<file path="src/rtl/rfarb_pkg.sv">
// Shared types and constants for the register-file writeback arbiter.
package rfarb_pkg;

  localparam int DEF_DW = 32;
  localparam int DEF_AW = 5;

  localparam logic REQ_A = 1'b0;
  localparam logic REQ_B = 1'b1;

  typedef struct packed {
    logic [DEF_AW-1:0] regAddr;
    logic [DEF_DW-1:0] data;
  } wb_entry_t;

endpackage

</file>
<file path="src/rtl/wb_fifo.sv">
// Small synchronous FIFO holding writeback entries; exposes its live entries
// so the parent can decode which registers still have a write queued.
module wb_fifo #(
  parameter int DEPTH = 2,
  parameter int DW    = 32,
  parameter int AW    = 5
) (
  input  logic                       CLK,
  input  logic                       RST,
  input  logic                       push,
  input  logic [AW-1:0]              pushReg,
  input  logic [DW-1:0]              pushData,
  input  logic                       pop,
  output logic [AW-1:0]              headReg,
  output logic [DW-1:0]              headData,
  output logic [$clog2(DEPTH):0]     count,
  output logic                       empty,
  output logic                       full,
  output logic [DEPTH-1:0]           validMask,
  output logic [DEPTH-1:0][AW-1:0]   entryReg
);

  localparam int PW = $clog2(DEPTH);

  logic [DEPTH-1:0][AW-1:0] regMem;
  logic [DW-1:0]            dataMem [DEPTH];
  logic [PW-1:0]            rdPtr;
  logic [PW-1:0]            wrPtr;
  logic [PW-1:0]            offset;
  logic                     doPush;
  logic                     doPop;

  assign empty    = (count == '0);
  assign full     = (count == (PW+1)'(DEPTH));
  assign doPush   = push && !full;
  assign doPop    = pop && !empty;
  assign headReg  = regMem[rdPtr];
  assign headData = dataMem[rdPtr];
  assign entryReg = regMem;

  always_ff @(posedge CLK) begin
    if (RST) begin
      rdPtr <= '0;
      wrPtr <= '0;
      count <= '0;
    end else begin
      if (doPush) begin
        regMem[wrPtr]  <= pushReg;
        dataMem[wrPtr] <= pushData;
        wrPtr          <= wrPtr + 1'b1;
      end
      if (doPop) begin
        rdPtr <= rdPtr + 1'b1;
      end
      case ({doPush, doPop})
        2'b10:   count <= count + 1'b1;
        2'b01:   count <= count - 1'b1;
        default: count <= count;
      endcase
    end
  end

  // A slot is live when its distance from the read pointer is below the count.
  always_comb begin
    offset    = '0;
    validMask = '0;
    for (int i = 0; i < DEPTH; i++) begin
      offset       = PW'(i) - rdPtr;
      validMask[i] = ({1'b0, offset} < count);
    end
  end

endmodule

</file>
<file path="src/rtl/regfile_wb_arbiter.sv">
// Shares the register-file write port between ALU (A) and load (B) writebacks.
// Define RFARB_STRICT_PRIO_EN to make A always win contention instead of round-robin.
module regfile_wb_arbiter
  import rfarb_pkg::*;
#(
  parameter int DEPTH = 2,
  parameter int DW    = DEF_DW,
  parameter int AW    = DEF_AW
) (
  input  logic              CLK,
  input  logic              RST,
  input  logic              a_valid,
  output logic              a_ready,
  input  logic [AW-1:0]     a_reg,
  input  logic [DW-1:0]     a_data,
  input  logic              b_valid,
  output logic              b_ready,
  input  logic [AW-1:0]     b_reg,
  input  logic [DW-1:0]     b_data,
  output logic              RegWre,
  output logic [AW-1:0]     WriteReg,
  output logic [DW-1:0]     WriteData,
  output logic [2**AW-1:0]  pending,
  output logic              idle
);

  logic [AW-1:0]              aHeadReg, bHeadReg;
  logic [DW-1:0]              aHeadData, bHeadData;
  logic [$clog2(DEPTH):0]     aCount, bCount;
  logic                       aEmpty, bEmpty;
  logic                       aFull, bFull;
  logic [DEPTH-1:0]           aValidMask, bValidMask;
  logic [DEPTH-1:0][AW-1:0]   aEntryReg, bEntryReg;
  logic                       grantA, grantB;

  assign a_ready = !aFull;
  assign b_ready = !bFull;

  wb_fifo #(.DEPTH(DEPTH), .DW(DW), .AW(AW)) fifoA (
    .CLK(CLK), .RST(RST),
    .push(a_valid && a_ready), .pushReg(a_reg), .pushData(a_data),
    .pop(grantA), .headReg(aHeadReg), .headData(aHeadData),
    .count(aCount), .empty(aEmpty), .full(aFull),
    .validMask(aValidMask), .entryReg(aEntryReg)
  );

  wb_fifo #(.DEPTH(DEPTH), .DW(DW), .AW(AW)) fifoB (
    .CLK(CLK), .RST(RST),
    .push(b_valid && b_ready), .pushReg(b_reg), .pushData(b_data),
    .pop(grantB), .headReg(bHeadReg), .headData(bHeadData),
    .count(bCount), .empty(bEmpty), .full(bFull),
    .validMask(bValidMask), .entryReg(bEntryReg)
  );

`ifdef RFARB_STRICT_PRIO_EN
  always_comb begin
    grantA = !aEmpty;
    grantB = aEmpty && !bEmpty;
  end
`else
  logic lastGrant;

  // Under contention the requester that did not win last time gets the port.
  always_comb begin
    grantA = 1'b0;
    grantB = 1'b0;
    if (!aEmpty && !bEmpty) begin
      grantA = (lastGrant == REQ_B);
      grantB = !grantA;
    end else begin
      grantA = !aEmpty;
      grantB = !bEmpty;
    end
  end

  always_ff @(posedge CLK) begin
    if (RST) begin
      lastGrant <= REQ_B;
    end else if (grantA || grantB) begin
      lastGrant <= grantA ? REQ_A : REQ_B;
    end
  end
`endif

  // Register zero is architecturally constant, so its entries drain without a strobe.
  always_ff @(posedge CLK) begin
    if (RST) begin
      RegWre    <= 1'b0;
      WriteReg  <= '0;
      WriteData <= '0;
    end else if (grantA) begin
      RegWre    <= (aHeadReg != '0);
      WriteReg  <= aHeadReg;
      WriteData <= aHeadData;
    end else if (grantB) begin
      RegWre    <= (bHeadReg != '0);
      WriteReg  <= bHeadReg;
      WriteData <= bHeadData;
    end else begin
      RegWre    <= 1'b0;
    end
  end

  always_comb begin
    pending = '0;
    for (int i = 0; i < DEPTH; i++) begin
      if (aValidMask[i]) pending[aEntryReg[i]] = 1'b1;
      if (bValidMask[i]) pending[bEntryReg[i]] = 1'b1;
    end
    pending[0] = 1'b0;
  end

  assign idle = (aCount == '0) && (bCount == '0) && !RegWre;

endmodule

</file>
<file path="config.mk">
export PLATFORM = sky130hd
export DESIGN_NAME = regfile_wb_arbiter
export DESIGN_NICKNAME = d
export VERILOG_FILES = /design/src/rtl/rfarb_pkg.sv /design/src/rtl/wb_fifo.sv /design/src/rtl/regfile_wb_arbiter.sv
export SDC_FILE = /design/constraint.sdc
export NUM_CORES = 1
export LEC_CHECK = 0
export BUFFER_PORTS_ARGS = -buffer_cell sky130_fd_sc_hd__buf_2
export CORE_AREA = 4 4 140 115
export CTS_CLUSTER_SIZE = 8
export DETAILED_ROUTE_END_ITERATION = 7
export DIE_AREA = 0 0 144 119
export PLACE_DENSITY_LB_ADDON = 0.12
export SLEW_MARGIN = 20
export SYNTH_ARGS = -nofsm -noshare
export SYNTH_HDL_FRONTEND = slang
export SYNTH_HIERARCHICAL = 1
export SYNTH_SLANG_ARGS = --single-unit
export TNS_END_PERCENT = 5
</file>
<file path="constraint.sdc">
create_clock -name CLK -period 10.2 [get_ports CLK]
set_input_delay 2.04 -clock CLK [delete_from_list [all_inputs] [get_ports CLK]]
set_output_delay 2.04 -clock CLK [all_outputs]
set_load 0.02 [all_outputs]
</file>
---- Word-level counts from Yosys, hierarchy flattened ----
Memories as Yosys holds them, arrays and structs flattened. A register that Yosys moved wholly into a read port is not among the register bits.
Index checks and enable logic that the tools add are counted.
cells by class
  add/subtract/negate cells ............... 12
  magnitude comparators ................... 18
  eq/ne operators ......................... 6
  multiplexer cells ....................... 43
  bitwise gates (word level) .............. 4
  reductions and logical operators ........ 31
operator list
  kind                 count
  $mux 32              6
  $or 32x32->32        3
  $mux 5               8
  $lt 5x6->1 const B   4
  $bwmux 10            2
  $demux 1 s5          4
  $ge 5x1->1 const B   4
  $mux 1               19
  $logic_and 1x1->1    15
  $demux 5 s1          2
  $reduce_bool 5->1    2
  $eq 2x2->1 const B   4
  $lt 1x2->1           4
  $lt 1x2->1 const B   4
  $pmux 2 s2           2
  $logic_not 1->1      6
  $reduce_bool 2->1    3
  $add 1x1->1 const B  4
  $add 2x1->2 const B  2
  $eq 2x1->1 const B   2
  $logic_not 2->1      2
  $reduce_and 2->1     2
  $sub 1x1->1 const A  4
  $sub 2x1->2 const B  2
  other kinds (3)      4
word-level totals
  bits in registers ....................... 67
  memory bits (writable) .................. 128
  output and inout bits ................... 73
  memories ................................ 2
memories
  memory         words  width  read ports  clocked after memory_dff  wr ports  RTL line       text
  fifoA.dataMem  2      32     1           1                         1         wb_fifo.sv:26  logic [DW-1:0] dataMem [DEPTH];
  fifoB.dataMem  2      32     1           1                         1         wb_fifo.sv:26

---- Longest topological paths before layout ----
  depth after elaboration ................. 11
  depth in mapped cells ................... 10
  gate-level depth less buffers ........... 8

---- Cells and area by module ----
The synthesis kept the hierarchy.
modules (own cells, without submodules)
  module              times used  cells an instance  area each (µm²)
  wb_fifo             2           145                2919.0
  regfile_wb_arbiter  1           358                2852.7

---- Worst setup path before layout ----
OpenSTA, ideal clock, no wires.
  kind .................................... input to register
  start point ............................. in a_valid
  end point ............................... mem fifoA.dataMem[1][0], enable pin
  setup time .............................. 486 ps
  data arrival time ....................... 5040 ps
  data required time ...................... 9714 ps
  path slack .............................. 4675 ps
  cell stages on the path ................. 3
  path buffers ............................ 0
  cells stage by stage .................... nor2b_1 -> nand2b_1 -> nor3b_1
on the way
  word-level cells in the longest chain between the ends .. 5
ends and longest elaborated chain
  item                          RTL line                  text
  from (decl)                   regfile_wb_arbiter.sv:12  input logic a_valid,
  $logic_and 1x1->1             regfile_wb_arbiter.sv:41  .push(a_valid && a_ready), .pushReg(a_reg), .pushData(a_data),
  $logic_and 1x1->1             wb_fifo.sv:35             assign doPush = push && !full;
  $mux 1                        wb_fifo.sv:47             if (doPush) begin
  $mux 1                        wb_fifo.sv:42             if (RST) begin
  $mux 1 (not written as such)  wb_fifo.sv:49             dataMem[wrPtr] <= pushData;
  to (decl)                     wb_fifo.sv:26
No other way between the ends.

---- Worst setup path in the final report ----
  start point ............................. reg fifoB.count[0]
  end point ............................... out pending[1]
on the way
  word-level cells in the longest chain between the ends .. 6
  elaborated cells on any way between the ends .. 7
  classes of those cells .................. 2 x order compare; 3 x mux; 2 x bitwise
ends and longest elaborated chain
  item                     RTL line                   text
  from (decl)              wb_fifo.sv:16              output logic [$clog2(DEPTH):0] count,
  from (signal assigned)   wb_fifo.sv:56              2'b10: count <= count + 1'b1;
  from (signal assigned)   wb_fifo.sv:57              2'b01: count <= count - 1'b1;
  from (signal assigned)   wb_fifo.sv:58              default: count <= count;
  $lt 1x2->1 (*)           wb_fifo.sv:69              validMask[i] = ({1'b0, offset} < count);
  named net bValidMask[0]  regfile_wb_arbiter.sv:32   logic [DEPTH-1:0] aValidMask, bValidMask;
  $mux 32 (*)              regfile_wb_arbiter.sv:108  if (bValidMask[i]) pending[bEntryReg[i]] = 1'b1;
  $or 32x32->32 (no line)  -
  $mux 32 (*)              regfile_wb_arbiter.sv:107  if (aValidMask[i]) pending[aEntryReg[i]] = 1'b1;
  $or 32x32->32 (no line)  -
  $mux 32 (*)              regfile_wb_arbiter.sv:108
  to (decl)                regfile_wb_arbiter.sv:23   output logic [2**AW-1:0] pending,
The timed path passes the listed nets; every way through them passes the cells marked *.

==> reports/results.ini <==
[critical_path]
cp-end-kind = primary output
crit_path_max_fanout = 8
cp_cell_sequence = a21o_1 > nor4b_1 > a22oi_1 > o221ai_1 > buf_2
cp.arrival_ns = 2.49
critical_path.startpoint_type = register
critPathTopFamily = simple AND/OR/NAND/NOR gates
critical_path_required_ns = 8.16
crit_type = register to primary output
path_buf_inv = 1
worst_path_max_delay_cell = nor4b_1
cp_slowest_stage_delay_ns = 0.74

[global_routing]
grt_antenna_before_repair = 0
grt_max_degree = 54
use_met3_pct = 6.945
grtUsageMet1_pct = 45.35
grt_usage_pct = 27.67
grt_pass1_wl_microns = 35090
busiest_layer = met1
grt_use_met2_pct = 36.51
grt_pass1_vias = 5836
grt_remaining_overflow = 0

[die]
fp-row-count = 40
core_area_sq_mm = 0.01476
dieArea_sq_mm = 0.01714
start_util_pct = 58.86
die_width_microns = 144
die_h_microns = 119
num_io_pins = 151

[synth]
synth_cell_types = 43
yosysTopAreaCellShare_pct = 51.14
syn_area_sq_mm = 0.008691
synth-seq-cells = 197
syn_avg_cell_area_sq_um = 13.41
synth_nets = 728
post-synth-top-area-cell = edfxtp_1
async_flop_share_pct = 0
ys_warn_count = 6
syn-instance-count = 648
synth_ff_type = edfxtp_1
synth-seq-area-share_pct = 62.42
synth_edf_count = 148
synthTopCellsByArea = edfxtp_1, dfxtp_1, mux2_2

[placed_design]
hpwl_microns = 16790
dpl_cell_area_sq_mm = 0.009532
place_congestion = 0.9609
portBuffers = 149

[sta]
setup_viol = 0
rsz0062_at_grt = no
finalMaxSlewViolations = 0
fmax_mhz = 220.9
worstMarginPinSlew_ns = 0.8787
final.setup.tns_ns = 0
skew_ns = 0.01268
timing.final.crit_share_pct = 44.38
relSlewSlack_pct = 40.60
period_minus_slack_ns = 4.527
hold_viol_final = 0

[pwr]
finalPower_mw = 2.727
power-per-cell-area_mw_per_mm2 = 271.0
power_leakage_nw = 3.702
peakVddDrop_mv = 0.1809
sw_frac_of_total_pct = 38.63
p_int_mw = 1.674
clock_power_share_pct = 22.3
p_seq_share_pct = 40.5
power_frac_comb_pct = 37.2
switchingPower_mw = 1.053

[detailed_routing]
post_drt_wl_per_cell_microns = 23.53
drt_iter0_drc = 792
drt_wl_total_microns = 23250
dr.pass1.iters = 6
ant_nets = 0
vias = 6219
viasPerCell = 6.295
drc = 0

[clock_tree]
cts-resized-gates = 0
clock_latency_ns = 0.43
hold_buffers = 0
clkTransAtPathRegs_ns = 0.06
clockRootBuffer = clkbuf_16
cts_setup_buffers = 0
clock_sinks = 197
clock_path_buffers = 2
cts_tree = built
htree_levels = 4
cts_made_buffers = 17

[flow_run]
maxCapViolCount = 0

[final_layout]
fin_area_sq_mm = 0.01006
layout-drive-gt1-share_pct = 37.42
layout.nets = 867
antenna_cells = 0
multiInputGateArea_sq_mm = 0.003017
syn2layout_area_growth_pct = 15.79
seqCellArea_sq_mm = 0.005425
nFillCells = 1037

[worst_hold_path]
hp-class = register to register

[run_status]
outcome = complete, no violations

## state kept, by name, indices dropped and copies added, names as in the netlist, named ones only
register,cells
fifoA/entryReg,10
fifoB/wrPtr,1
fifoA/rdPtr,1
WriteData,32
lastGrant,1
fifoB/entryReg,10
WriteReg,5
fifoB/rdPtr,1
fifoA/wrPtr,1
fifoB/count,2
fifoB/dataMem,64
fifoA/dataMem,64
fifoA/count,2
RegWre,1
## logic make-up (layout without fill, tap and decap cells)
kind of cell	after synthesis	in the layout	share of synthesized area [%]
compound gates	83	83	7.515
simple gates	235	235	16.40
other cells	1	1	0.04315
flops	197	197	62.42
mux	74	74	9.588
buf+inv	50	201	3.138
xor+xnor	6	6	0.6047
fa+ha+maj	2	2	0.2879
## layout make-up
type | count | area share, %
clock buffers | 18 | 4.265
clock inverters | 13 | 1.007
inverters | 13 | 0.4849
multi-input cells | 401 | 29.98
flip-flops and latches | 197 | 53.91
well taps | 189 | 2.350
repair buffers | 157 | 8.007
## cell usage in the layout (no fill, tap or decap), drive strengths merged, types with 6 or more instances in the layout
cell | netlist | final
nor4 | 38 | 38
a32oi | 14 | 14
edfxtp | 148 | 148
clkbuf | 10 | 18
nand3 | 7 | 7
buf | 27 | 157
o221ai | 31 | 31
and4b | 6 | 6
and4bb | 6 | 6
mux2 | 74 | 74
inv | 13 | 19
a21oi | 7 | 7
dfxtp | 49 | 49
a22oi | 17 | 17
nor3 | 39 | 39
o21ai | 6 | 6
nor2 | 88 | 88
nor2b | 13 | 13
nand2 | 15 | 15
clkinv | 0 | 6
## through the flow
stage	cells	setup WS (ns)	util [%]	hold slack, ns
after CTS	988	5.776	68.15	0.5027
final	988	5.673	68.16	0.5000
after detailed placement	957	6.231	64.56	0.4938
after floorplan	648	4.675	-	0.4609
after global routing	988	5.498	68.16	0.5092
after global placement	957	6.267	64.54	0.4791
## worst paths after layout
kind	start	to	slack, ns	cells after the start
max	fifoB/count[0]$_SDFFE_PP0P_	pending[1]	5.67	5
min	WriteData[28]$_SDFFE_PP0P_	WriteData[28]$_SDFFE_PP0P_	0.50	2
max reg2reg	fifoA/count[0]$_SDFFE_PP0P_	fifoA/count[1]$_SDFFE_PP0P_	7.27	8
min reg2reg	WriteData[28]$_SDFFE_PP0P_	WriteData[28]$_SDFFE_PP0P_	0.50	2
## power by group through the flow
stage / clock, mW / combinational [mW] / sequential (mW)
6_report: 0.607 / 1.01 / 1.11
5_1_grt: 0.656 / 1.10 / 1.12
4_1_cts: 0.614 / 1.00 / 1.10
3_5_place_dp: 0 / 0.995 / 1.12
3_3_place_gp: 0 / 0.982 / 1.11
2_1_floorplan: 0 / 0.711 / 1.15
## per-layer routing
layer | part of all wire [%] | vias to the layer above | wire length [microns]
met5 | 0 | - | 0
met4 | 1.5 | 0 | 346
met3 | 9.4 | 29 | 2175
met2 | 42 | 351 | 9733
met1 | 47 | 3046 | 10990
li1 | - | 2793 | -
## synth_stat cells, drive strengths merged (2+ instances only)
cell / count
inv: 13
dfxtp: 49
a32oi: 14
clkbuf: 10
nor4: 38
o221ai: 31
nand3: 7
xor2: 2
and4bb: 6
and4b: 6
a21o: 4
edfxtp: 148
o21a: 2
nor2: 88
nor3: 39
o21ai: 6
nand4: 2
a21oi: 7
or3: 4
or4: 2
xnor2: 4
buf: 27
nor3b: 2
nand2: 15
and2: 2
a22oi: 17
nor4b: 2
mux2: 74
nor2b: 13
and4: 2
ha: 2
nand2b: 4
## worst reg2reg max path, cell delays in order, from the launching register on
cell	delay, ns
dfxtp_1	0.55
nor2_1	0.17
o21bai_2	0.23
buf_4	0.27
inv_2	0.54
o21a_1	0.27
ha_1	0.27
or3_1	0.35
a21oi_1	0.19
(Power assumes the default switching activity.)
